$ cat src/rtl/swg_read_sequencer_pkg.sv
// Shared types and helpers for the sliding-window read sequencer:
// the FSM state type, the loop-level count and loop-bound helpers.
package swg;

  localparam int CNT_W = 16;
  localparam int N_LVL = 5;  // levels inner to outer: s, kw, kh, ow, oh

  typedef enum logic [2:0] {
    STATE_START     = 3'd0,
    STATE_LOOP_SIMD = 3'd1,
    STATE_LOOP_KW   = 3'd2,
    STATE_LOOP_KH   = 3'd3,
    STATE_LOOP_W    = 3'd4,
    STATE_LOOP_H    = 3'd5
  } state_e;

  // Outermost level that advances on the next handshake; a level whose
  // counter already sits at its maximum (including bound-1 levels) is skipped.
  function automatic state_e loop_state(input logic [N_LVL-1:0] at_max);
    if (&at_max)    return STATE_LOOP_H;
    if (!at_max[0]) return STATE_LOOP_SIMD;
    if (!at_max[1]) return STATE_LOOP_KW;
    if (!at_max[2]) return STATE_LOOP_KH;
    if (!at_max[3]) return STATE_LOOP_W;
    return STATE_LOOP_H;
  endfunction

  function automatic logic [CNT_W-1:0] bound_max(input int bound);
    return CNT_W'(bound - 1);
  endfunction

endpackage

$ cat src/rtl/swg_loop_counter.sv
// One wrapping loop counter: clears on a new frame, steps on enable and
// flags when the current and the next value sit at the loop maximum.
module swg_loop_counter
  import swg::*;
(
  input  logic             clk,
  input  logic             rst,
  input  logic             clear,
  input  logic             en,
  input  logic [CNT_W-1:0] max,
  output logic             wrap,
  output logic             wrap_next
);

  logic [CNT_W-1:0] count_q, count_d;

  always_comb begin
    count_d = count_q;
    if (clear) begin
      count_d = '0;
    end else if (en) begin
      count_d = wrap ? '0 : count_q + CNT_W'(1);
    end
  end

  always_ff @(posedge clk or posedge rst) begin
    if (rst) count_q <= '0;
    else     count_q <= count_d;
  end

  assign wrap      = (count_q == max);
  assign wrap_next = (count_d == max);

endmodule

$ cat src/rtl/swg_read_sequencer.sv
// Sliding-window buffer read-address sequencer: walks oh/ow/kh/kw/s and
// emits one wrapped buffer address per valid/ready handshake.
module swg_read_sequencer
  import swg::*;
#(
  parameter int IFM_W     = 8,
  parameter int OFM_H     = 6,
  parameter int OFM_W     = 6,
  parameter int K_H       = 3,
  parameter int K_W       = 3,
  parameter int SIMD_FOLD = 1,
  parameter int STRIDE_H  = 1,
  parameter int STRIDE_W  = 1,
  parameter int BUF_DEPTH = 64,
  localparam int ADDR_W   = $clog2(BUF_DEPTH)
) (
  input  logic              clk,
  input  logic              rst,
  input  logic              start,
  output logic              busy,
  output logic              done,
  output logic [ADDR_W-1:0] out_addr,
  output logic              out_valid,
  input  logic              out_ready,
  output logic              out_last,
  output logic [2:0]        state
);

  if (OFM_H < 1 || OFM_W < 1 || K_H < 1 || K_W < 1 || SIMD_FOLD < 1 ||
      STRIDE_H < 1 || STRIDE_W < 1 || IFM_W < 1 || BUF_DEPTH < 2 ||
      (BUF_DEPTH & (BUF_DEPTH - 1)) != 0) begin : g_param_err
    $error("swg_read_sequencer: illegal parameter set");
  end

  localparam int BOUND [N_LVL] = '{SIMD_FOLD, K_W, K_H, OFM_W, OFM_H};
  // Address contribution of one step at each level, reduced mod BUF_DEPTH.
  localparam logic [ADDR_W-1:0] STEP [N_LVL] = '{
    ADDR_W'(1),
    ADDR_W'(SIMD_FOLD),
    ADDR_W'(IFM_W * SIMD_FOLD),
    ADDR_W'(STRIDE_W * SIMD_FOLD),
    ADDR_W'(STRIDE_H * IFM_W * SIMD_FOLD)
  };

  // Handshake: a word moves when out_valid & out_ready. While stalled every
  // register holds, so out_valid/out_addr/out_last stay stable.
  state_e             state_q, state_d;
  logic               done_q, done_d;
  logic [ADDR_W-1:0]  off_q [N_LVL];
  logic [ADDR_W-1:0]  off_d [N_LVL];
  logic [N_LVL-1:0]   en, wrap, wrap_next;
  logic               hs, start_acc, final_hs;
  logic [ADDR_W-1:0]  addr_sum;

  for (genvar i = 0; i < N_LVL; i++) begin : g_lvl
    swg_loop_counter u_cnt (
      .clk       (clk),
      .rst       (rst),
      .clear     (start_acc),
      .en        (en[i]),
      .max       (bound_max(BOUND[i])),
      .wrap      (wrap[i]),
      .wrap_next (wrap_next[i])
    );
  end

  always_comb begin
    hs        = (state_q != STATE_START) & out_ready;
    start_acc = start & (state_q == STATE_START);
    final_hs  = hs & (&wrap);
    en        = '0;
    en[0]     = hs;
    for (int i = 1; i < N_LVL; i++) en[i] = en[i-1] & wrap[i-1];

    state_d = state_q;
    if (final_hs) state_d = STATE_START;
    else if (start_acc || state_q != STATE_START) state_d = loop_state(wrap_next);
    done_d = final_hs;

    for (int i = 0; i < N_LVL; i++) begin
      off_d[i] = off_q[i];
      if (start_acc) off_d[i] = '0;
      else if (en[i]) off_d[i] = wrap[i] ? '0 : off_q[i] + STEP[i];
    end

    addr_sum = '0;
    for (int i = 0; i < N_LVL; i++) addr_sum = addr_sum + off_q[i];
  end

  always_ff @(posedge clk or posedge rst) begin
    if (rst) begin
      state_q <= STATE_START;
      done_q  <= 1'b0;
      for (int i = 0; i < N_LVL; i++) off_q[i] <= '0;
    end else begin
      state_q <= state_d;
      done_q  <= done_d;
      for (int i = 0; i < N_LVL; i++) off_q[i] <= off_d[i];
    end
  end

  assign busy      = (state_q != STATE_START);
  assign out_valid = busy;
  assign out_last  = busy & (&wrap[2:0]);
  assign out_addr  = addr_sum;
  assign done      = done_q;
  assign state     = state_q;

endmodule

$ cat config.mk
export PLATFORM = sky130hd
export DESIGN_NAME = swg_read_sequencer
export DESIGN_NICKNAME = d
export VERILOG_FILES = /design/src/rtl/swg_read_sequencer_pkg.sv /design/src/rtl/swg_loop_counter.sv /design/src/rtl/swg_read_sequencer.sv
export SDC_FILE = /design/constraint.sdc
export NUM_CORES = 1
export LEC_CHECK = 0
export ABC_AREA = 1
export CAP_MARGIN = 20
export CORE_ASPECT_RATIO = 1.2
export CORE_MARGIN = 1
export CORE_UTILIZATION = 30
export DETAILED_ROUTE_END_ITERATION = 16
export PLACE_DENSITY = 0.56
export RECOVER_POWER = 25
export SYNTH_ARGS = -nofsm -noshare
export SYNTH_HDL_FRONTEND = slang
export SYNTH_SLANG_ARGS = --single-unit
$ cat constraint.sdc
create_clock -name clk -period 3.9 [get_ports clk]
set_input_delay 0.78 -clock clk [delete_from_list [all_inputs] [get_ports clk]]
set_output_delay 0.78 -clock clk [all_outputs]
set_load 0.02 [all_outputs]
==> impl_metrics.py, run 1 <==
metrics = {
    "run_status": {
        "outcome": "finished with violations",
        "violations": "max-capacitance violations, max-slew violations, negative setup slack",
    },
    "floorplan": {
        "placement_rows": 64,
        "die_w_um": 150,
        "die_h_um": 179,
        "io_pins": 17,
        "coreArea_um2": 25600,
        "die_area_um2": 26900,
        "start_util": 0.307,
    },
    "global_route": {
        "antenna_found_initial": 0,
        "grt_max_degree": 60,
        "first_global_vias": 6787,
        "track_usage": 0.158,
        "grt_pass1_wl_mm": 33.3,
        "grt-ovfl-total": 0,
    },
    "clocking": {
        "cts-root-buf": "clkbuf_16",
        "h-tree-depth": 3,
        "cts_tree": "built",
        "clkTransAtPathRegs_ns": 0.08,
        "cts.path.max_buffers": 2,
        "clock_sinks": 108,
        "numCtsBuffers": 9,
        "clk_latency_ns": 0.37,
    },
    "worst_setup_path": {
        "arrival_ns": 3.29,
        "cp_top_family": "adder cells",
        "endpoint_kind": "primary output",
        "crit_buf_inv": 2,
        "worstSetupPathType": "reg -> out",
        "cpMostUsedCell": "fa_1",
        "cpPeakStageDelay_ns": 0.56,
        "worst-path-max-fanout": 2,
        "path_cells": "fa_1 -> fa_1 -> fa_1 -> ha_4 -> inv_2 -> o21ai_1 -> a21oi_2 -> xor2_1 -> xor2_1 -> buf_4",
        "critical_path_required_ns": 3.12,
        "start_kind": "register",
        "cp_slowest_cell": "fa_1",
    },
    "detailed_routing": {
        "drtIter0Drc": 273,
        "route.detailed.vias_per_inst": 4.65,
        "drc": 0,
        "vias": 6906,
        "wl_per_cell_um": 13.4,
        "antenna_left": 0,
        "drt_pass1_iterations": 5,
        "wl_mm": 19.9,
    },
    "place": {
        "port_buffers": 16,
        "place.gp.congestion": 0.882,
        "post_dp_cell_area_um2": 8540,
        "dp_hpwl_mm": 15.5,
    },
    "timing": {
        "setup_viol": 1,
        "worst_slack_ns": -0.166,
        "period_needed_ns": 4.07,
        "drv_slew": 59,
        "fmax_mhz": 246,
        "finClkSkew_ns": 0.00883,
        "worstMarginPinSlew_ns": 2.36,
        "hold_viol": 0,
        "whs_ns": 0.496,
        "relSlewSlack": -0.577,
        "rsz0062_at_grt": "yes",
        "fin_crit_sh": 1.04,
    },
    "synthesis": {
        "synth_flop_cell": "dfrtp_1",
        "syn_inst": 1111,
        "synth_seq_cells": 108,
        "synth-edff-count": 0,
        "yosysMostFrequentCell": "nand2_1",
        "async_flop_share": 1.00,
        "synth_area_leader_cell": "dfrtp_1",
        "ys_seq_area_frac": 0.344,
        "yosys-top-cells-area": "dfrtp_1, nand2_1, inv_1",
        "netlist_area_um2": 7860,
        "avgSynthCellArea_um2": 7.08,
        "synthTopCellsByCount": "nand2_1, inv_1, nor2_1",
        "synth_warnings": 0,
        "synthDistinctLibCells": 51,
        "synth.top_cell.area_share": 0.344,
    },
    "power": {
        "vdd.ir_drop.worst_mv": 0.263,
        "p_leak_nw": 4.55,
        "p_per_area_nw_per_um2": 385,
        "p_total_mw": 3.42,
    },
    "finish": {
        "design_area_um2": 8870,
        "antenna_cells": 0,
        "postLayoutCoreUtil": 0.346,
        "finalNetCount": 1187,
        "fillers": 2738,
        "layout-drive-gt1-share": 0.106,
        "area_growth_pct": 12.8,
    },
    "flow_run": {
        "maxCapViolations": 1,
    },
    "worst_hold_path": {
        "min_path_type": "reg -> reg",
    },
}
report_power, final:
part	switching, mW	total, mW	internal, mW
logic	0.598	1.06	0.458
clock network	0.476	0.986	0.510
registers	0.147	1.37	1.23
per-stage QoR:
stage / std cells / setup WS [ns] / setup TNS (ns)
final: 1486 / -0.166 / -0.166
after global routing: 1486 / -0.269 / -0.361
after CTS: 1486 / -0.205 / -0.205
after detailed placement: 1468 / -0.347 / -0.425
after global placement: 1468 / -0.327 / -0.396
after floorplan: 1112 / 0.118 / 0
placed cells by master (no fill, tap or decap), types with 3 or more instances in the layout:
master           count
nand2_1            270
inv_1              185
nor2_1             143
dfrtp_1            108
nand3_1             89
xor2_1              34
nor3_1              30
o21ai_0             29
buf_4               29
nand4_1             23
nand2_2             21
a21oi_1             21
ha_1                20
inv_2               11
xnor2_1             11
fa_1                11
clkdlybuf4s50_1     11
nor2_2               9
clkbuf_16            9
nor4_1               8
nand3_2              7
nor3_2               7
nor2_4               5
o21ai_1              5
o211ai_1             5
and3_1               4
nand2_4              3
nand3b_1             3
a211oi_1             3
o22ai_1              3
conb_1               3
clkinvlp_4           3
flip-flops by register name (all words and copies together), names as in the netlist:
signal and count:
done 1, g_lvl.u_cnt.count_q 80, off_q 24, state 3
metal layers:
layer / vias up / track usage / share of wire
met3: 28 / 0.0210 / 0.024
met2: 101 / 0.279 / 0.50
met4: 0 / 0.0699 / 0.025
met5: - / 0 / 0
li1: 3560 / - / -
met1: 3217 / 0.192 / 0.45
final timing paths:
kind	startpoint	endpoint	slack, ns	cells after the start
min in group asynchronous	rst	off_q[25]	1.66	2
max reg2reg	g_lvl[2].u_cnt.count_q[0]	state[0]	1.20	16
min reg2reg	g_lvl[4].u_cnt.count_q[13]	g_lvl[4].u_cnt.count_q[13]	0.50	1
max in group asynchronous	rst	g_lvl[4].u_cnt.count_q[1]	0.88	2
max	off_q[15]	out_addr[5]	-0.17	10
min	g_lvl[4].u_cnt.count_q[13]	g_lvl[4].u_cnt.count_q[13]	0.50	1
area by class of cell:
type                            count  area [um^2]  area share
Multi-Input combinational cell    791         4330       0.489
Sequential cell                   108         2700       0.305
Inverter                          197          741      0.0835
Tap cell                          330          413      0.0465
Timing Repair Buffer               44          372      0.0419
Clock buffer                        9          225      0.0254
Clock inverter                      7         83.8     0.00945
kinds of logic after synthesis:
| logic type | share of synthesized area |
|---|---|
| other | 0.000955 |
| flip-flops | 0.344 |
| adder cells (fa/ha/maj) | 0.0614 |
| AO/OA/AOI/OAI | 0.0593 |
| AND/OR/NAND/NOR | 0.374 |
| buffers and inverters | 0.109 |
| XOR/XNOR | 0.0512 |
timing repair:
item	in CTS	in global routing
setup buffers	2	1
pin swaps	6	2
setup endpoints to repair	4	3
hold buffers	0	0
gates resized for setup	16	5
(Power assumes the default switching activity.)
==> run 2, diff against run 1 <==
--- a/config.mk
+++ b/config.mk
@@ -5,13 +5,13 @@
 export SDC_FILE = /design/constraint.sdc
 export NUM_CORES = 1
 export LEC_CHECK = 0
-export ABC_AREA = 1
+export ABC_AREA = 0
 export CAP_MARGIN = 20
 export CORE_ASPECT_RATIO = 1.2
 export CORE_MARGIN = 1
 export CORE_UTILIZATION = 30
 export DETAILED_ROUTE_END_ITERATION = 16
-export PLACE_DENSITY = 0.56
+export PLACE_DENSITY = 0.57
 export RECOVER_POWER = 25
 export SYNTH_ARGS = -nofsm -noshare
 export SYNTH_HDL_FRONTEND = slang
==> impl_metrics.py, run 2 <==
metrics = {
    "power": {
        "swShare": 0.395,
        "p_sw_mw": 1.52,
        "p_total_mw": 3.84,
        "p_leak_nw": 3.36,
        "clkPwrFrac": 0.233,
        "p_int_mw": 2.33,
        "p_per_area_nw_per_um2": 485,
        "seqPwrFrac": 0.342,
        "p_comb_frac": 0.425,
        "vdd.ir_drop.worst_mv": 0.227,
    },
    "synthesis": {
        "synth-edff-count": 0,
        "synth_flop_cell": "dfrtp_1",
        "ys_seq_area_frac": 0.393,
        "avgSynthCellArea_um2": 8.98,
        "async_flop_share": 1.00,
        "yosys-top-cells-area": "dfrtp_1, nor2_1, xnor2_1",
        "yosysMostFrequentCell": "dfrtp_1",
        "synth_seq_cells": 108,
        "netlist_area_um2": 6880,
        "synth.top_cell.area_share": 0.393,
        "synth_warnings": 0,
        "syn_inst": 766,
        "synthTopCellsByCount": "dfrtp_1, nor2_1, nand2_1",
        "synthDistinctLibCells": 68,
        "synth_area_leader_cell": "dfrtp_1",
    },
    "finish": {
        "area_growth_pct": 15.2,
        "final_cells": 1097,
        "finalNetCount": 849,
        "design_area_um2": 7930,
        "layout-drive-gt1-share": 0.128,
        "layout_commonest_cell": "dfrtp_1",
        "antenna_cells": 0,
        "postLayoutCoreUtil": 0.353,
        "layout_common_cells": "dfrtp_1, nor2_1, nand2_1",
        "largest_register_ff_count": 80,
        "largest-register": "g_lvl.u_cnt.count_q",
    },
    "global_route": {
        "first_global_vias": 5624,
        "antenna_found_initial": 0,
        "grt_use_met2": 0.272,
        "grt-ovfl-total": 0,
        "grtUsageMet1": 0.194,
        "gr-max-usage-layer": "met2",
        "track_usage": 0.156,
        "grt_pass1_wl_mm": 29.3,
        "grt_max_degree": 46,
        "use_met3": 0.0259,
    },
    "worst_setup_path": {
        "crit_start": "off_q[9]",
        "start_kind": "register",
        "cp_slowest_cell": "fa_1",
        "endpoint_kind": "primary output",
        "critical_path_required_ns": 3.12,
        "worstSetupPathType": "reg -> out",
        "worst-path-max-fanout": 2,
        "cpMostUsedCell": "fa_1",
        "arrival_ns": 3.12,
        "reg2reg_from": "g_lvl[0].u_cnt.count_q[0]",
        "cpPeakStageDelay_ns": 0.56,
        "path_cells": "fa_1 -> fa_1 -> fa_1 -> ha_4 -> a21o_1 -> a21oi_2 -> xnor2_2 -> buf_4",
    },
    "timing": {
        "setup_viol": 1,
        "worstMarginPinSlew_ns": 1.82,
        "hold_viol": 0,
        "fin_crit_sh": 1.00,
        "fin_setup_tns_ns": -0.00317,
        "whs_ns": 0.520,
        "period_needed_ns": 3.90,
        "fmax_mhz": 256,
        "drv_slew": 41,
        "relSlewSlack": -0.217,
        "rsz0062_at_grt": "yes",
        "worst_slack_ns": -0.00317,
        "finClkSkew_ns": 0.0125,
    },
    "place": {
        "port_buffers": 16,
        "post-place-ws_ns": -0.272,
        "dp_hpwl_mm": 12.9,
        "place.gp.congestion": 0.837,
        "post_dp_cell_area_um2": 7620,
        "dp.cells": 1081,
    },
    "detailed_routing": {
        "antenna_left": 0,
        "drc": 0,
        "vias": 5708,
        "route.detailed.vias_per_inst": 5.20,
        "wl_mm": 17.2,
        "wl_per_cell_um": 15.6,
        "drt_pass1_iterations": 5,
        "drtIter0Drc": 378,
    },
    "clocking": {
        "cts-root-buf": "clkbuf_16",
        "clock_sinks": 108,
        "clkTransAtPathRegs_ns": 0.07,
        "numCtsBuffers": 9,
        "cts.path.max_buffers": 2,
        "cts_tree": "built",
        "cts_setup_buffers": 0,
        "clk_latency_ns": 0.36,
        "h-tree-depth": 3,
    },
    "floorplan": {
        "start_util": 0.306,
        "die_w_um": 140,
        "coreArea_um2": 22400,
        "io_pins": 17,
        "placement_rows": 60,
        "die_h_um": 168,
        "die_area_um2": 23500,
    },
    "run_status": {
        "violations": "max-capacitance violations, max-slew violations, negative setup slack",
        "outcome": "finished with violations",
    },
    "flow_run": {
        "maxCapViolations": 1,
    },
    "worst_hold_path": {
        "min_from": "off_q[11]",
        "min_path_type": "reg -> reg",
    },
}
run 2: layout make-up:
| cell class | instances | area [um^2] |
|---|---|---|
| Inverter | 35 | 133 |
| Fill cell | 2305 | 14500 |
| Multi-Input combinational cell | 594 | 3930 |
| Timing Repair Buffer | 65 | 531 |
| Clock inverter | 4 | 30.0 |
| Tap cell | 279 | 349 |
| Clock buffer | 12 | 246 |
| Sequential cell | 108 | 2700 |
run 2: repair_timing:
item | in CTS | in global routing
pin swaps | 8 | 6
endpoints found under the setup margin | 5 | 3
hold buffers | 0 | 0
endpoints found under the hold margin | 0 | 0
resized for setup | 21 | 5
run 2: kinds of logic after synthesis:
group | share of synthesized area
xor gates and xnor gates | 0.0764
AOI/OAI and AO/OA | 0.118
other | 0.00109
adders and majority gates | 0.0702
muxes | 0.00910
DFF | 0.393
buffers and inverters | 0.0426
and+or+nand+nor | 0.289
run 2: final timing paths:
path | end | slack (ns) | cells after the start
max reg2reg | state[0] | 0.40 | 12
min | off_q[11] | 0.52 | 1
min reg2reg | off_q[11] | 0.52 | 1
max | out_addr[5] | -0.003 | 8
max in group asynchronous | g_lvl[1].u_cnt.count_q[5] | 0.72 | 3
min in group asynchronous | off_q[16] | 1.33 | 2
run 2: critical path, delay by kind of cell, from the launching register on:
kind / cells / cell delay (ns)
adder cells (fa/ha/maj): 4 / 1.73
XOR/XNOR: 1 / 0.14
flip-flops: 1 / 0.40
buffers and inverters: 1 / 0.16
AO/OA/AOI/OAI: 2 / 0.34
run 2: routing by layer:
layer,wire [um],part of all wire
met1,7700,0.45
met4,326,0.019
met5,0,0
met3,391,0.023
met2,8740,0.51
run 2: power by group through the flow:
stage	registers (mW)	clock network (mW)	logic (mW)
after global placement	1.33	0	1.62
after detailed placement	1.34	0	1.63
after global routing	1.33	0.968	1.80
final	1.31	0.896	1.63
after floorplan	1.32	0	0.996
after CTS	1.31	0.924	1.63
==> run 3, diff against run 2 <==
--- a/config.mk
+++ b/config.mk
@@ -8,7 +8,6 @@
 export ABC_AREA = 0
 export CAP_MARGIN = 20
 export CORE_ASPECT_RATIO = 1.2
-export CORE_MARGIN = 1
 export CORE_UTILIZATION = 30
 export DETAILED_ROUTE_END_ITERATION = 16
 export PLACE_DENSITY = 0.57
==> results of run 3 <==
The final DEF is identical to that of run 2; final timing and power are the same.
==> patch: new RTL, config.mk and constraints of run 1 <==
Change the parameter `BUF_DEPTH` from 64 to 32.
--- a/src/rtl/swg_read_sequencer.sv
+++ b/src/rtl/swg_read_sequencer.sv
@@ -13,3 +13,3 @@
   parameter int STRIDE_W  = 1,
-  parameter int BUF_DEPTH = 64,
+  parameter int BUF_DEPTH = 32,
   localparam int ADDR_W   = $clog2(BUF_DEPTH)
Interface: changed (resized out_addr); port bits go from 17 to 16. The function was not compared with the original's and may differ.
==> patch against run 1 <==
The flow finishes with violations (setup timing). Final area shrank 6.5%. Power is 11% lower. Wire length is 5.0% lower. Combinational power fell by 25%. Sequential cell count fell by 5. Sequential share of layout area grew 0.60 points. Worst setup slack improved by 0.11 ns. Synthesized area fell by 5.2%. Global-route usage decreased by 0.19 points. Worst hold slack lost 0.011 ns. Clock skew increased by 0.0031 ns. Die area is 5.2% lower. Critical path type unchanged.
==> patch: results (changes against run 1) <==
{| class="wikitable"
! Metric !! Value
|-
| Crit-path max FO || 3 (was 2)
|-
| Total Nets Final || 1,135 (was 1,187)
|-
| Detail Placement HPWL || 14,700 um (was 15,500 um)
|-
| Final WS setup || -0.0586 ns (was -0.166 ns)
|-
| Portion of the post-synthesis area used by sequential elements || 0.346 (was 0.344)
|-
| Final non-filler cell total || 1,430 (was 1,486)
|-
| Largest net degree at the start of global routing || 77 (was 60)
|-
| Worst rel slew slack || 0.170 (was -0.577)
|-
| Worst setup slack before clock tree synthesis || -0.215 ns (was -0.347 ns)
|-
| Maximum vdd ir drop || 0.203 mV (was 0.263 mV)
|-
| First-pass iteration count of the detailed router || 4 (was 5)
|-
| Leakage power figure || 4.16 nW (was 4.55 nW)
|-
| Switching Power || 1.06 mW (was 1.22 mW)
|-
| Unique masters post-synth || 47 (was 51)
|-
| Mean instance size in the synthesized netlist || 6.89 um2 (was 7.08 um2)
|-
| Worst EP arrival || 3.18 ns (was 3.29 ns)
|-
| First-pass GRT wire length || 32,000 um (was 33,300 um)
|-
| Outcome || finished, violations left (unchanged)
|-
| Largest cells by area after synthesis || sky130_fd_sc_hd__dfrtp_1 35%, sky130_fd_sc_hd__nand2_1 14%, sky130_fd_sc_hd__inv_1 8.7% (was sky130_fd_sc_hd__dfrtp_1 34%, sky130_fd_sc_hd__nand2_1 13%, sky130_fd_sc_hd__inv_1 8.9%)
|-
| Number of DRC violations after detailed-routing iteration 0 || 314 (was 273)
|-
| Via count of the first global-routing pass || 6,460 (was 6,787)
|-
| Failing checks || setup timing (was capacitance limit, slew limit, setup timing)
|-
| Setup violations, final || 1 (unchanged)
|-
| Placer congestion estimate || 0.858 (was 0.882)
|-
| Hold wc startpoint || off_q[14] (was g_lvl[4].u_cnt.count_q[13])
|-
| Total Routed Length || 18,900 um (was 19,900 um)
|-
| Vias per inst || 4.76 (was 4.65)
|-
| Top cells by instance count after synthesis || 279 x sky130_fd_sc_hd__nand2_1, 172 x sky130_fd_sc_hd__inv_1, 133 x sky130_fd_sc_hd__nor2_1, 125 x sky130_fd_sc_hd__nand3_1, 103 x sky130_fd_sc_hd__dfrtp_1 (was 271 x sky130_fd_sc_hd__nand2_1, 186 x sky130_fd_sc_hd__inv_1, 143 x sky130_fd_sc_hd__nor2_1, 108 x sky130_fd_sc_hd__dfrtp_1, 89 x sky130_fd_sc_hd__nand3_1)
|-
| Source of the critical timing path || off_q[3] (was off_q[15])
|-
| Final clock skew || 0.0119 ns (was 0.00883 ns)
|-
| Fraction of layout instances using a drive strength above 1 || 0.0766 (was 0.106)
|-
| Slack of the worst reg-to-reg path || 1.08 ns (was 1.20 ns)
|-
| Cell Area, Placed || 8000 um2 (was 8540 um2)
|}
## patch: final cells by class
cell class / instances / area (um2)
Sequential cell: 103 / 2580
Clock buffer: 10 / 239
Multi-Input combinational cell: 783 / 4110
Fill cell: 2590 / 15800
Clock inverter: 6 / 57.6
Inverter: 180 / 677
Timing Repair Buffer: 28 / 239
Tap cell: 320 / 400
## patch: per-stage QoR
stage                     hold WS (ns)   util  setup TNS [ns]
final                            0.485  0.344         -0.0586
after detailed placement         0.477  0.332          -0.215
after global placement           0.477  0.332          -0.212
after floorplan                  0.452      -               0
after global routing             0.516  0.344          -0.183
after CTS                        0.487  0.344         -0.0384
## patch: cells by family (layout without fill, tap and decap cells)
group	after synthesis	after routing	share of synthesized area
buffers and inverters	197	224	0.107
AND/OR/NAND/NOR	635	635	0.380
other	2	3	0.00101
flip-flops	103	103	0.346
XOR/XNOR	46	46	0.0541
AO/OA/AOI/OAI	73	73	0.0609
adder cells (fa/ha/maj)	26	26	0.0517
## patch: worst max-delay path, stage by stage (launching register included)
cell and delay (ns):
sky130_fd_sc_hd__dfrtp_1 0.40, sky130_fd_sc_hd__fa_1 0.56, sky130_fd_sc_hd__fa_1 0.43, sky130_fd_sc_hd__fa_1 0.51, sky130_fd_sc_hd__ha_4 0.31, sky130_fd_sc_hd__nand3_2 0.08, sky130_fd_sc_hd__nand2_2 0.07, sky130_fd_sc_hd__xor2_1 0.17
sky130_fd_sc_hd__xnor2_1 0.14, sky130_fd_sc_hd__buf_4 0.16
## patch: worst paths after layout
kind | end | depth (start not counted)
setup / recovery | out_addr[4] | 9
hold / removal | off_q[14] | 1
setup reg to reg | state[0] | 16
hold reg to reg | off_q[14] | 1
max in group asynchronous | off_q[21] | 3
min in group asynchronous | done | 2
## patch: repair_timing
action                     in CTS  in global routing
resized for setup              11                  4
hold endpoints to repair        0                  0
setup buffers                   0                  0
pin swaps                       4                  1
setup endpoints to repair       3                  2
hold buffers                    0                  0
## patch: metal layers
| metal | share of wire | global-route usage |
|---|---|---|
| met1 | 0.46 | 0.195 |
| met2 | 0.49 | 0.276 |
| met3 | 0.033 | 0.0232 |
| met4 | 0.016 | 0.0491 |
| met5 | 0 | 0 |
## patch: power by group through the flow
stage | combinational (mW) | sequential [mW] | clock, mW
after floorplan | 0.587 | 1.29 | 0
after global placement | 0.784 | 1.33 | 0
after detailed placement | 0.802 | 1.32 | 0
after CTS | 0.802 | 1.31 | 0.951
after global routing | 0.905 | 1.33 | 0.999
final | 0.800 | 1.31 | 0.917
